<file path="config.mk">
export PLATFORM = sky130hd
export DESIGN_NAME = adc_max10_seq_ctrl_flat
export DESIGN_NICKNAME = d
export VERILOG_FILES = /design/src/rtl/adc_max10_seq_ctrl_if.sv /design/src/rtl/adc_max10_seq_ctrl.sv /design/src/flat_wrapper.sv
export SDC_FILE = /design/constraint.sdc
export NUM_CORES = 1
export LEC_CHECK = 0
export ABC_CLOCK_PERIOD_IN_PS = 3500
export CAP_MARGIN = 20
export CORE_MARGIN = 5
export CORE_UTILIZATION = 58
export DETAILED_ROUTE_END_ITERATION = 8
export PLACE_DENSITY_LB_ADDON = 0.25
export RECOVER_POWER = 50
export SLEW_MARGIN = 40
export SYNTH_ARGS = -nofsm -noshare
export SYNTH_HDL_FRONTEND = slang
export SYNTH_SLANG_ARGS = --single-unit
</file>
<file path="constraint.sdc">
create_clock -name CLK -period 3.5 [get_ports CLK]
set_clock_uncertainty 0.2 [all_clocks]
set_input_delay 0.7 -clock CLK [delete_from_list [all_inputs] [get_ports CLK]]
set_output_delay 0.7 -clock CLK [all_outputs]
set_load 0.03 [all_outputs]
</file>
<file path="src/rtl/adc_max10_seq_ctrl_if.sv">
// Register port and MAX10 modular ADC Avalon-ST command/response signals for adc_max10_seq_ctrl.
// The sequencer uses the slave modport; the bus wrapper / ADC core side uses master.
interface adc_max10_seq_ctrl_if #(
  parameter int ADC_ADDR_WIDTH = 4
);
  logic [ADC_ADDR_WIDTH-1:0] read_addr;
  logic [31:0]               read_data;
  logic [ADC_ADDR_WIDTH-1:0] write_addr;
  logic [31:0]               write_data;
  logic                      write_enable;
  logic                      ADC_C_Valid;
  logic [4:0]                ADC_C_Channel;
  logic                      ADC_C_SOP;
  logic                      ADC_C_EOP;
  logic                      ADC_C_Ready;
  logic                      ADC_R_Valid;
  logic [4:0]                ADC_R_Channel;
  logic [11:0]               ADC_R_Data;
  logic                      ADC_R_SOP;
  logic                      ADC_R_EOP;
  logic                      ADC_Trigger;
  logic                      ADC_Interrupt;

  modport slave (
    input  read_addr, write_addr, write_data, write_enable,
    output read_data,
    output ADC_C_Valid, ADC_C_Channel, ADC_C_SOP, ADC_C_EOP,
    input  ADC_C_Ready,
    input  ADC_R_Valid, ADC_R_Channel, ADC_R_Data, ADC_R_SOP, ADC_R_EOP,
    input  ADC_Trigger,
    output ADC_Interrupt
  );

  modport master (
    output read_addr, write_addr, write_data, write_enable,
    input  read_data,
    input  ADC_C_Valid, ADC_C_Channel, ADC_C_SOP, ADC_C_EOP,
    output ADC_C_Ready,
    output ADC_R_Valid, ADC_R_Channel, ADC_R_Data, ADC_R_SOP, ADC_R_EOP,
    output ADC_Trigger,
    input  ADC_Interrupt
  );
endinterface

</file>
<file path="src/rtl/adc_max10_seq_ctrl.sv">
// Register-mapped channel sequencer for the MAX10 modular ADC core (one command outstanding).
// Define ADC_MAX10_TRIGGER_EN to build the external trigger synchronizer and CTRL.TE.
module adc_max10_seq_ctrl #(
  parameter int ADC_ADDR_WIDTH = 4
) (
  input logic                 CLK,
  input logic                 RESET,
  adc_max10_seq_ctrl_if.slave bus
);

  typedef enum logic [1:0] {S_IDLE, S_CMD, S_RESP, S_DONE} state_t;

  localparam logic [ADC_ADDR_WIDTH-1:0] A_CTRL = ADC_ADDR_WIDTH'(0);
  localparam logic [ADC_ADDR_WIDTH-1:0] A_MASK = ADC_ADDR_WIDTH'(1);
  localparam logic [ADC_ADDR_WIDTH-1:0] A_STAT = ADC_ADDR_WIDTH'(2);

  state_t      r_state, w_state_nxt;
  logic [7:0]  r_work, w_work_nxt;
  logic [2:0]  r_chan, w_chan_nxt;
  logic        r_first, w_first_nxt;
  logic        w_set_if;
  logic        r_en, r_fr, r_ie, r_if, r_irq;
  logic [7:0]  r_mask;
  logic [11:0] r_data [8];
  logic [31:0] r_rdata, w_rdata;
  logic [7:0]  w_rest;
  logic        w_busy, w_ctrl_wr, w_sc_start, w_trig_start, w_start, w_te, w_resp_store;

  function automatic logic [2:0] f_lowest(input logic [7:0] v);
    logic [2:0] idx;
    idx = 3'd0;
    for (int i = 7; i >= 0; i--) if (v[i]) idx = 3'(i);
    return idx;
  endfunction

  assign w_busy       = (r_state != S_IDLE);
  assign w_ctrl_wr    = bus.write_enable && (bus.write_addr == A_CTRL);
  assign w_sc_start   = w_ctrl_wr && bus.write_data[1] && bus.write_data[0];
  assign w_start      = w_sc_start || w_trig_start;
  assign w_rest       = r_work & ~(8'd1 << r_chan);
  assign w_resp_store = (r_state == S_RESP) && bus.ADC_R_Valid && (bus.ADC_R_Channel < 5'd8);

`ifdef ADC_MAX10_TRIGGER_EN
  logic r_te, r_trig_s1, r_trig_s2, r_trig_s3;
  logic w_unused;

  always_ff @(posedge CLK) begin
    if (RESET) begin
      r_te      <= 1'b0;
      r_trig_s1 <= 1'b0;
      r_trig_s2 <= 1'b0;
      r_trig_s3 <= 1'b0;
    end else begin
      if (w_ctrl_wr) r_te <= bus.write_data[2];
      r_trig_s1 <= bus.ADC_Trigger;
      r_trig_s2 <= r_trig_s1;
      r_trig_s3 <= r_trig_s2;
    end
  end

  assign w_te         = r_te;
  assign w_trig_start = r_trig_s2 && !r_trig_s3 && r_en && r_te;
  assign w_unused     = ^{bus.write_data[31:8], bus.ADC_R_SOP, bus.ADC_R_EOP};
`else
  logic w_unused;
  assign w_te         = 1'b0;
  assign w_trig_start = 1'b0;
  assign w_unused     = ^{bus.write_data[31:8], bus.ADC_R_SOP, bus.ADC_R_EOP, bus.ADC_Trigger};
`endif

  always_ff @(posedge CLK) begin
    if (RESET) begin
      r_state <= S_IDLE;
      r_work  <= '0;
      r_chan  <= '0;
      r_first <= 1'b0;
    end else begin
      r_state <= w_state_nxt;
      r_work  <= w_work_nxt;
      r_chan  <= w_chan_nxt;
      r_first <= w_first_nxt;
    end
  end

  // Starts only in IDLE with a non-empty mask; EN cleared mid-sequence exits after the response without IF.
  always_comb begin
    w_state_nxt = r_state;
    w_work_nxt  = r_work;
    w_chan_nxt  = r_chan;
    w_first_nxt = r_first;
    w_set_if    = 1'b0;
    case (r_state)
      S_IDLE: if (w_start && (r_mask != 8'd0)) begin
        w_work_nxt  = r_mask;
        w_chan_nxt  = f_lowest(r_mask);
        w_first_nxt = 1'b1;
        w_state_nxt = S_CMD;
      end
      S_CMD: if (bus.ADC_C_Ready) w_state_nxt = S_RESP;
      S_RESP: if (bus.ADC_R_Valid) begin
        w_work_nxt  = w_rest;
        w_first_nxt = 1'b0;
        if (!r_en) begin
          w_state_nxt = S_IDLE;
        end else if (w_rest != 8'd0) begin
          w_chan_nxt  = f_lowest(w_rest);
          w_state_nxt = S_CMD;
        end else begin
          w_state_nxt = S_DONE;
        end
      end
      S_DONE: begin
        w_set_if = 1'b1;
        if (r_fr && r_en && (r_mask != 8'd0)) begin
          w_work_nxt  = r_mask;
          w_chan_nxt  = f_lowest(r_mask);
          w_first_nxt = 1'b1;
          w_state_nxt = S_CMD;
        end else begin
          w_state_nxt = S_IDLE;
        end
      end
      default: w_state_nxt = S_IDLE;
    endcase
  end

  always_ff @(posedge CLK) begin
    if (RESET) begin
      r_en   <= 1'b0;
      r_fr   <= 1'b0;
      r_ie   <= 1'b0;
      r_mask <= '0;
      r_if   <= 1'b0;
      r_irq  <= 1'b0;
    end else begin
      if (w_ctrl_wr) begin
        r_en <= bus.write_data[0];
        r_fr <= bus.write_data[3];
        r_ie <= bus.write_data[4];
      end
      if (bus.write_enable && (bus.write_addr == A_MASK)) r_mask <= bus.write_data[7:0];
      if (w_set_if) r_if <= 1'b1;
      else if (bus.write_enable && (bus.write_addr == A_STAT) && bus.write_data[1]) r_if <= 1'b0;
      r_irq <= r_if & r_ie;
    end
  end

  always_ff @(posedge CLK) begin
    if (RESET) begin
      for (int i = 0; i < 8; i++) r_data[i] <= '0;
    end else if (w_resp_store) begin
      r_data[bus.ADC_R_Channel[2:0]] <= bus.ADC_R_Data;
    end
  end

  // Word addresses 8..15 map onto DATA0..DATA7.
  always_comb begin
    w_rdata = '0;
    case (bus.read_addr)
      A_CTRL:  w_rdata[4:0] = {r_ie, r_fr, w_te, 1'b0, r_en};
      A_MASK:  w_rdata[7:0] = r_mask;
      A_STAT:  w_rdata[1:0] = {r_if, w_busy};
      default: w_rdata = '0;
    endcase
    if ((bus.read_addr >> 3) == ADC_ADDR_WIDTH'(1)) w_rdata[11:0] = r_data[bus.read_addr[2:0]];
  end

  always_ff @(posedge CLK) begin
    if (RESET) r_rdata <= '0;
    else       r_rdata <= w_rdata;
  end

  assign bus.read_data     = r_rdata;
  assign bus.ADC_C_Valid   = (r_state == S_CMD);
  assign bus.ADC_C_Channel = (r_state == S_CMD) ? {2'b00, r_chan} : 5'd0;
  assign bus.ADC_C_SOP     = (r_state == S_CMD) && r_first;
  assign bus.ADC_C_EOP     = (r_state == S_CMD) && (w_rest == 8'd0);
  assign bus.ADC_Interrupt = r_irq;

endmodule

</file>
<file path="src/flat_wrapper.sv">
// flat-port wrapper written by rule: the top's interface ports become plain ports
module adc_max10_seq_ctrl_flat 
#(
  parameter int ADC_ADDR_WIDTH = 4
)
  (CLK, RESET, bus_read_addr, bus_write_addr, bus_write_data, bus_write_enable, bus_read_data, bus_ADC_C_Valid, bus_ADC_C_Channel, bus_ADC_C_SOP, bus_ADC_C_EOP, bus_ADC_C_Ready, bus_ADC_R_Valid, bus_ADC_R_Channel, bus_ADC_R_Data, bus_ADC_R_SOP, bus_ADC_R_EOP, bus_ADC_Trigger, bus_ADC_Interrupt);
  adc_max10_seq_ctrl_if #(.ADC_ADDR_WIDTH(ADC_ADDR_WIDTH)) bus_i ();
  input logic CLK;
  input logic RESET;
  input wire logic [$bits(bus_i.read_addr)-1:0] bus_read_addr;
  input wire logic [$bits(bus_i.write_addr)-1:0] bus_write_addr;
  input wire logic [$bits(bus_i.write_data)-1:0] bus_write_data;
  input wire logic [$bits(bus_i.write_enable)-1:0] bus_write_enable;
  output wire logic [$bits(bus_i.read_data)-1:0] bus_read_data;
  output wire logic [$bits(bus_i.ADC_C_Valid)-1:0] bus_ADC_C_Valid;
  output wire logic [$bits(bus_i.ADC_C_Channel)-1:0] bus_ADC_C_Channel;
  output wire logic [$bits(bus_i.ADC_C_SOP)-1:0] bus_ADC_C_SOP;
  output wire logic [$bits(bus_i.ADC_C_EOP)-1:0] bus_ADC_C_EOP;
  input wire logic [$bits(bus_i.ADC_C_Ready)-1:0] bus_ADC_C_Ready;
  input wire logic [$bits(bus_i.ADC_R_Valid)-1:0] bus_ADC_R_Valid;
  input wire logic [$bits(bus_i.ADC_R_Channel)-1:0] bus_ADC_R_Channel;
  input wire logic [$bits(bus_i.ADC_R_Data)-1:0] bus_ADC_R_Data;
  input wire logic [$bits(bus_i.ADC_R_SOP)-1:0] bus_ADC_R_SOP;
  input wire logic [$bits(bus_i.ADC_R_EOP)-1:0] bus_ADC_R_EOP;
  input wire logic [$bits(bus_i.ADC_Trigger)-1:0] bus_ADC_Trigger;
  output wire logic [$bits(bus_i.ADC_Interrupt)-1:0] bus_ADC_Interrupt;
  assign bus_i.read_addr = bus_read_addr;
  assign bus_i.write_addr = bus_write_addr;
  assign bus_i.write_data = bus_write_data;
  assign bus_i.write_enable = bus_write_enable;
  assign bus_read_data = bus_i.read_data;
  assign bus_ADC_C_Valid = bus_i.ADC_C_Valid;
  assign bus_ADC_C_Channel = bus_i.ADC_C_Channel;
  assign bus_ADC_C_SOP = bus_i.ADC_C_SOP;
  assign bus_ADC_C_EOP = bus_i.ADC_C_EOP;
  assign bus_i.ADC_C_Ready = bus_ADC_C_Ready;
  assign bus_i.ADC_R_Valid = bus_ADC_R_Valid;
  assign bus_i.ADC_R_Channel = bus_ADC_R_Channel;
  assign bus_i.ADC_R_Data = bus_ADC_R_Data;
  assign bus_i.ADC_R_SOP = bus_ADC_R_SOP;
  assign bus_i.ADC_R_EOP = bus_ADC_R_EOP;
  assign bus_i.ADC_Trigger = bus_ADC_Trigger;
  assign bus_ADC_Interrupt = bus_i.ADC_Interrupt;
  adc_max10_seq_ctrl #(.ADC_ADDR_WIDTH(ADC_ADDR_WIDTH)) u_core (.CLK(CLK), .RESET(RESET), .bus(bus_i));
endmodule
</file>
==> flow_metrics.env, run 1 <==
export IMPL_arrival_ns=2.25
export IMPL_synth_edff_count=96
export IMPL_place_ws_ns=0.553
export IMPL_start_util_pct=59.5
export IMPL_synth_warnings=0
export IMPL_areaGrowthSynthToFinish_pct=17.6
export IMPL_wirelength_um=14500
export IMPL_synth_area_per_cell_um2=12.2
export IMPL_die_area_mm2=0.0134
export IMPL_finalSetupViolations=0
export IMPL_max_slew_margin_pct=37.6
export IMPL_num_antenna_cells=0
export IMPL_required_ns=2.60
export IMPL_power_density_mw_per_mm2=483
export IMPL_num_rows=38
export IMPL_whs_ns=0.268
export IMPL_grtUsageTotal_pct=23.0
export IMPL_netlist_area_leader_share_pct=44.3
export IMPL_die_h_um=116
export IMPL_synth_top_area_cell="edfxtp_1"
export IMPL_finalInstanceArea_mm2=0.00765
export IMPL_final_util_pct=69.9
export IMPL_ys_seq_elements=135
export IMPL_layout_nets=659
export IMPL_synth_area_top_cells="edfxtp_1, dfxtp_1, and2_1"
export IMPL_clk_pin_slew_ns=0.05
export IMPL_drive_gt1_share_pct=12.9
export IMPL_overflow=0
export IMPL_ir_drop_mv=0.426
export IMPL_ys_flop_type="edfxtp_1"
export IMPL_max_freq_mhz=317
export IMPL_cts_tree="done"
export IMPL_core_area_mm2=0.0109
export IMPL_ys_seq_area_share_pct=56.4
export IMPL_critPathLaunchType="register"
export IMPL_route_detailed_drc=0
export IMPL_firstDrtPassIters=5
export IMPL_grt_start_max_net_pins=44
export IMPL_ys_top_cells_by_count="and2_1, edfxtp_1, nor2_1, dfxtp_1, buf_4"
export IMPL_tns_ns=0
export IMPL_worst_pin_slew_ns=0.936
export IMPL_antenna_found_initial=0
export IMPL_p_leak_nw=2.85
export IMPL_htreeDepth=4
export IMPL_async_reset_ff_share_pct=0
export IMPL_netlist_area_mm2=0.00650
export IMPL_synthCells=534
export IMPL_post_route_period_util_pct=90.1
export IMPL_cts_buffers=17
export IMPL_dp_hpwl_um=9780
export IMPL_portBuffers=56
export IMPL_via_per_inst=5.72
export IMPL_yosys_cell_count_top_type="and2_1"
export IMPL_ant_nets=0
export IMPL_yosysUniqueCellTypes=54
export IMPL_path_max_fanout=10
export IMPL_io_pin_count=106
export IMPL_grt_pass1_wl_um=22900
export IMPL_timing_final_ws_setup_ns=0.346
export IMPL_dpl_instance_area_mm2=0.00716
export IMPL_grt_pass1_vias=4288
export IMPL_clockRootBuffer="clkbuf_16"
export IMPL_status="complete, no violations"
export IMPL_vias=4266
export IMPL_place_congestion=0.842
export IMPL_die_w_um=116
export IMPL_hold_path_class="reg -> reg"
export IMPL_end_kind="output port"
export IMPL_hold_viol_final=0
export IMPL_clock_path_buffers=2
export IMPL_drv_cap=0
export IMPL_rsz0062_at_grt="no"
export IMPL_wl_per_cell_um=19.4
export IMPL_clkSinkCount=135
export IMPL_drtIter0Drc=392
export IMPL_slew_viol_final=0
export IMPL_criticalPathCategory="reg -> out"
export IMPL_finalWorstPathRequiredPeriod_ns=3.15
export IMPL_clk_insertion_delay_late_ns=0.42
power by group:
part | internal [mW] | switching [mW] | leakage, nW
clock network | 1.03 | 0.625 | 0.270
logic | 0.111 | 0.154 | 1.28
registers | 1.75 | 0.0157 | 1.31
worst paths after layout:
check,from,to,slack (ns),cells past startpoint
worst min-delay path,u_core.r_ie,u_core.bus.ADC_Interrupt,0.27,2
worst min register to register,u_core.r_ie,u_core.bus.ADC_Interrupt,0.27,2
worst max register to register,u_core.r_state[1],u_core.r_data[3][10],0.56,8
worst max-delay path,u_core.r_state[0],bus_ADC_C_Channel[1],0.35,3
area by class of cell:
| class | instances | area, µm² |
|---|---|---|
| inverters | 4 | 15.0 |
| fillers | 806 | 3290 |
| multi-input cells | 362 | 2570 |
| repair buffers | 74 | 679 |
| clock buffers | 20 | 437 |
| flip-flops and latches | 135 | 3660 |
| well taps | 140 | 175 |
| clock inverters | 11 | 109 |
sequential cells by signal, summed over array words and instances, names as in the netlist:
| name | cells |
|---|---|
| u_core.r_data | 96 |
| u_core.bus.read_data | 12 |
| u_core.r_mask | 8 |
| u_core.r_work | 8 |
| u_core.r_chan | 3 |
| u_core.r_state | 2 |
| u_core.bus.ADC_Interrupt | 1 |
| u_core.r_en | 1 |
| u_core.r_first | 1 |
| u_core.r_fr | 1 |
| u_core.r_ie | 1 |
| u_core.r_if | 1 |
critical path: stages (launching register included):
cell and delay (ns):
dfxtp_1 0.48, nor2b_1 0.49, and2_1 0.20, clkdlybuf4s50_1 0.67
kinds of logic after synthesis:
family,count (synthesis),synth area share (%)
AO/OA/AOI/OAI,61,6.76
buffers and inverters,58,5.04
other,1,0.0577
AND/OR/NAND/NOR,230,19.5
flip-flops,135,56.4
multiplexers,49,12.3
placed cells by master (no fill, tap or decap), drive strengths merged, types with 2 or more instances in the layout:
master / n
edfxtp: 96
nor3: 11
a32oi: 3
dlygate4sd3: 15
or2: 10
dfxtp: 39
a21oi: 13
inv: 4
nor2b: 6
a31oi: 8
o21ai: 8
a2bb2oi: 2
o31ai: 2
or4: 2
a311oi: 2
and3: 2
bufinv: 2
clkdlybuf4s50: 39
o21a: 2
a211oi: 3
nand2: 14
clkbuf: 31
mux2i: 16
clkinv: 9
nor2: 64
nand2b: 7
buf: 8
nor4: 3
and2: 102
mux2: 9
a22oi: 8
mux4: 24
nand3b: 4
conb: 22
per-layer routing:
| metal | vias to the layer above | GRT usage [%] | share of wire (%) |
|---|---|---|---|
| met5 | - | 0 | 0 |
| met4 | 0 | 8.12 | 1.1 |
| met3 | 14 | 5.22 | 6.2 |
| met2 | 140 | 39.5 | 52 |
| met1 | 2102 | 28.8 | 41 |
| li1 | 2010 | - | - |
metrics by stage:
step | cells | power, mW
after detailed placement | 715 | 2.07
after global placement | 715 | 2.06
final | 746 | 3.69
after floorplan | 555 | 1.97
after CTS | 746 | 3.72
after global routing | 746 | 3.81
timing repair:
action	in CTS	in global routing
setup endpoints to repair	0	1
endpoints found under the hold margin	0	0
buffers inserted	0	0
gates resized for setup	0	1
hold buffers	0	0
No activity file was read; power rests on OpenSTA's default activity.
==> inputs of run 2 (changes only) <==
--- a/config.mk
+++ b/config.mk
@@ -8,10 +8,11 @@
 export ABC_CLOCK_PERIOD_IN_PS = 3500
 export CAP_MARGIN = 20
 export CORE_MARGIN = 5
-export CORE_UTILIZATION = 58
+export CORE_UTILIZATION = 30
 export DETAILED_ROUTE_END_ITERATION = 8
 export PLACE_DENSITY_LB_ADDON = 0.25
 export RECOVER_POWER = 50
+export SKIP_LAST_GASP = 1
 export SLEW_MARGIN = 40
 export SYNTH_ARGS = -nofsm -noshare
 export SYNTH_HDL_FRONTEND = slang
==> flow_metrics.env, run 2 (same netlist as run 1, synthesis figures left out) <==
export IMPL_switching_share_pct=23.2
export IMPL_wirelength_um=15700
export IMPL_ir_drop_mv=0.335
export IMPL_mostFrequentLayoutCell="edfxtp_1"
export IMPL_p_leak_nw=2.87
export IMPL_pwr_share_seq_pct=46.1
export IMPL_max_slew_margin_pct=53.6
export IMPL_power_density_mw_per_mm2=488
export IMPL_hold_viol_final=0
export IMPL_htreeDepth=4
export IMPL_core_area_mm2=0.0212
export IMPL_slew_viol_final=0
export IMPL_wl_per_cell_um=17.8
export IMPL_critPathLaunchType="register"
export IMPL_hold_path_class="reg -> reg"
export IMPL_clockRootBuffer="clkbuf_16"
export IMPL_finalInstanceArea_mm2=0.00785
export IMPL_num_rows=53
export IMPL_grtUsageTotal_pct=13.0
export IMPL_dp_hpwl_um=10600
export IMPL_grt_pass1_vias=4338
export IMPL_final_cell_mix="edfxtp_1, nor2_1, and2_1, and2_0, clkdlybuf4s50_1"
export IMPL_worst_pin_slew_ns=0.696
export IMPL_antenna_found_initial=0
export IMPL_combPwrFrac_pct=7.0
export IMPL_drtIter0Drc=194
export IMPL_layout_nets=659
export IMPL_criticalPathCategory="reg -> out"
export IMPL_postCtsSetupRepairBufs=0
export IMPL_clkSinkCount=135
export IMPL_final_util_pct=37.1
export IMPL_num_antenna_cells=0
export IMPL_clk_insertion_delay_late_ns=0.43
export IMPL_arrival_ns=2.16
export IMPL_finalSetupViolations=0
export IMPL_timing_final_ws_setup_ns=0.441
export IMPL_firstDrtPassIters=5
export IMPL_end_kind="output port"
export IMPL_vias=4214
export IMPL_clock_path_buffers=2
export IMPL_status="complete, no violations"
export IMPL_p_clk_share_pct=46.9
export IMPL_die_h_um=157
export IMPL_postCtsResizedCells=1
export IMPL_areaGrowthSynthToFinish_pct=20.7
export IMPL_p_sw_uw=889
export IMPL_die_w_um=157
export IMPL_grt_pass1_wl_um=24100
export IMPL_drv_cap=0
export IMPL_finalWorstPathRequiredPeriod_ns=3.06
export IMPL_place_ws_ns=0.385
export IMPL_grt_start_max_net_pins=44
export IMPL_overflow=0
export IMPL_path_max_fanout=7
export IMPL_dpl_instance_area_mm2=0.00731
export IMPL_place_congestion=0.815
export IMPL_cts_tree="done"
export IMPL_rsz0062_at_grt="no"
export IMPL_via_per_inst=4.78
export IMPL_cts_buffers=17
export IMPL_intPower_mw=2.94
export IMPL_ant_nets=0
export IMPL_required_ns=2.60
export IMPL_clk_pin_slew_ns=0.07
export IMPL_drive_gt1_share_pct=14.3
export IMPL_start_util_pct=30.7
export IMPL_route_detailed_drc=0
export IMPL_regMostFlops="u_core.r_data"
export IMPL_ctsHoldBuffers=0
export IMPL_io_pin_count=106
export IMPL_max_freq_mhz=327
export IMPL_portBuffers=56
export IMPL_largest_register_ffs=96
export IMPL_die_area_mm2=0.0247
export IMPL_tns_ns=0
export IMPL_post_route_period_util_pct=87.4
## run 2: area by class of cell
class	count	area, µm²
Clock buffer	20	447
Clock inverter	12	141
Fill cell	2063	13300
Inverter	4	15.0
Multi-Input combinational cell	362	2570
Sequential cell	135	3660
Tap cell	275	344
Timing Repair Buffer	74	672
## run 2: power groups by stage
stage | registers (mW) | clock network, mW | logic (mW)
5_1_grt | 1.77 | 1.90 | 0.290
3_3_place_gp | 1.80 | 0 | 0.273
3_5_place_dp | 1.80 | 0 | 0.275
6_report | 1.77 | 1.79 | 0.268
2_1_floorplan | 1.81 | 0 | 0.167
4_1_cts | 1.77 | 1.82 | 0.277
## run 2: worst paths after layout
path,startpoint,to,slack (ns),cells past startpoint
min,u_core.r_ie,u_core.bus.ADC_Interrupt,0.28,2
min reg2reg,u_core.r_ie,u_core.bus.ADC_Interrupt,0.28,2
max,u_core.r_chan[2],bus_ADC_C_EOP,0.44,5
max reg2reg,u_core.r_state[1],u_core.r_data[1][2],0.61,8
## run 2: metrics by stage
| stage | total power [mW] | std cells | hold WS, ns |
|---|---|---|---|
| 2_1_floorplan | 1.97 | 555 | 0.222 |
| 3_3_place_gp | 2.07 | 850 | 0.269 |
| 3_5_place_dp | 2.08 | 850 | 0.277 |
| 4_1_cts | 3.86 | 882 | 0.282 |
| 5_1_grt | 3.96 | 882 | 0.325 |
| 6_report | 3.83 | 882 | 0.279 |
## run 2: layer usage
metal | wire length [µm] | vias to the layer above | track usage [%]
li1 | - | 2006 | -
met1 | 6780 | 2056 | 16.7
met2 | 7640 | 131 | 21.8
met3 | 1080 | 21 | 2.78
met4 | 171 | 0 | 4.30
met5 | 0 | - | 0
## run 2: worst max-delay path, cell delays in order (launching register included)
cell and delay [ns]:
dfxtp_1 0.46, nand2_1 0.11, o311a_1 0.33, or2_2 0.31, nor3_1 0.20, dlymetal6s2s_1 0.32
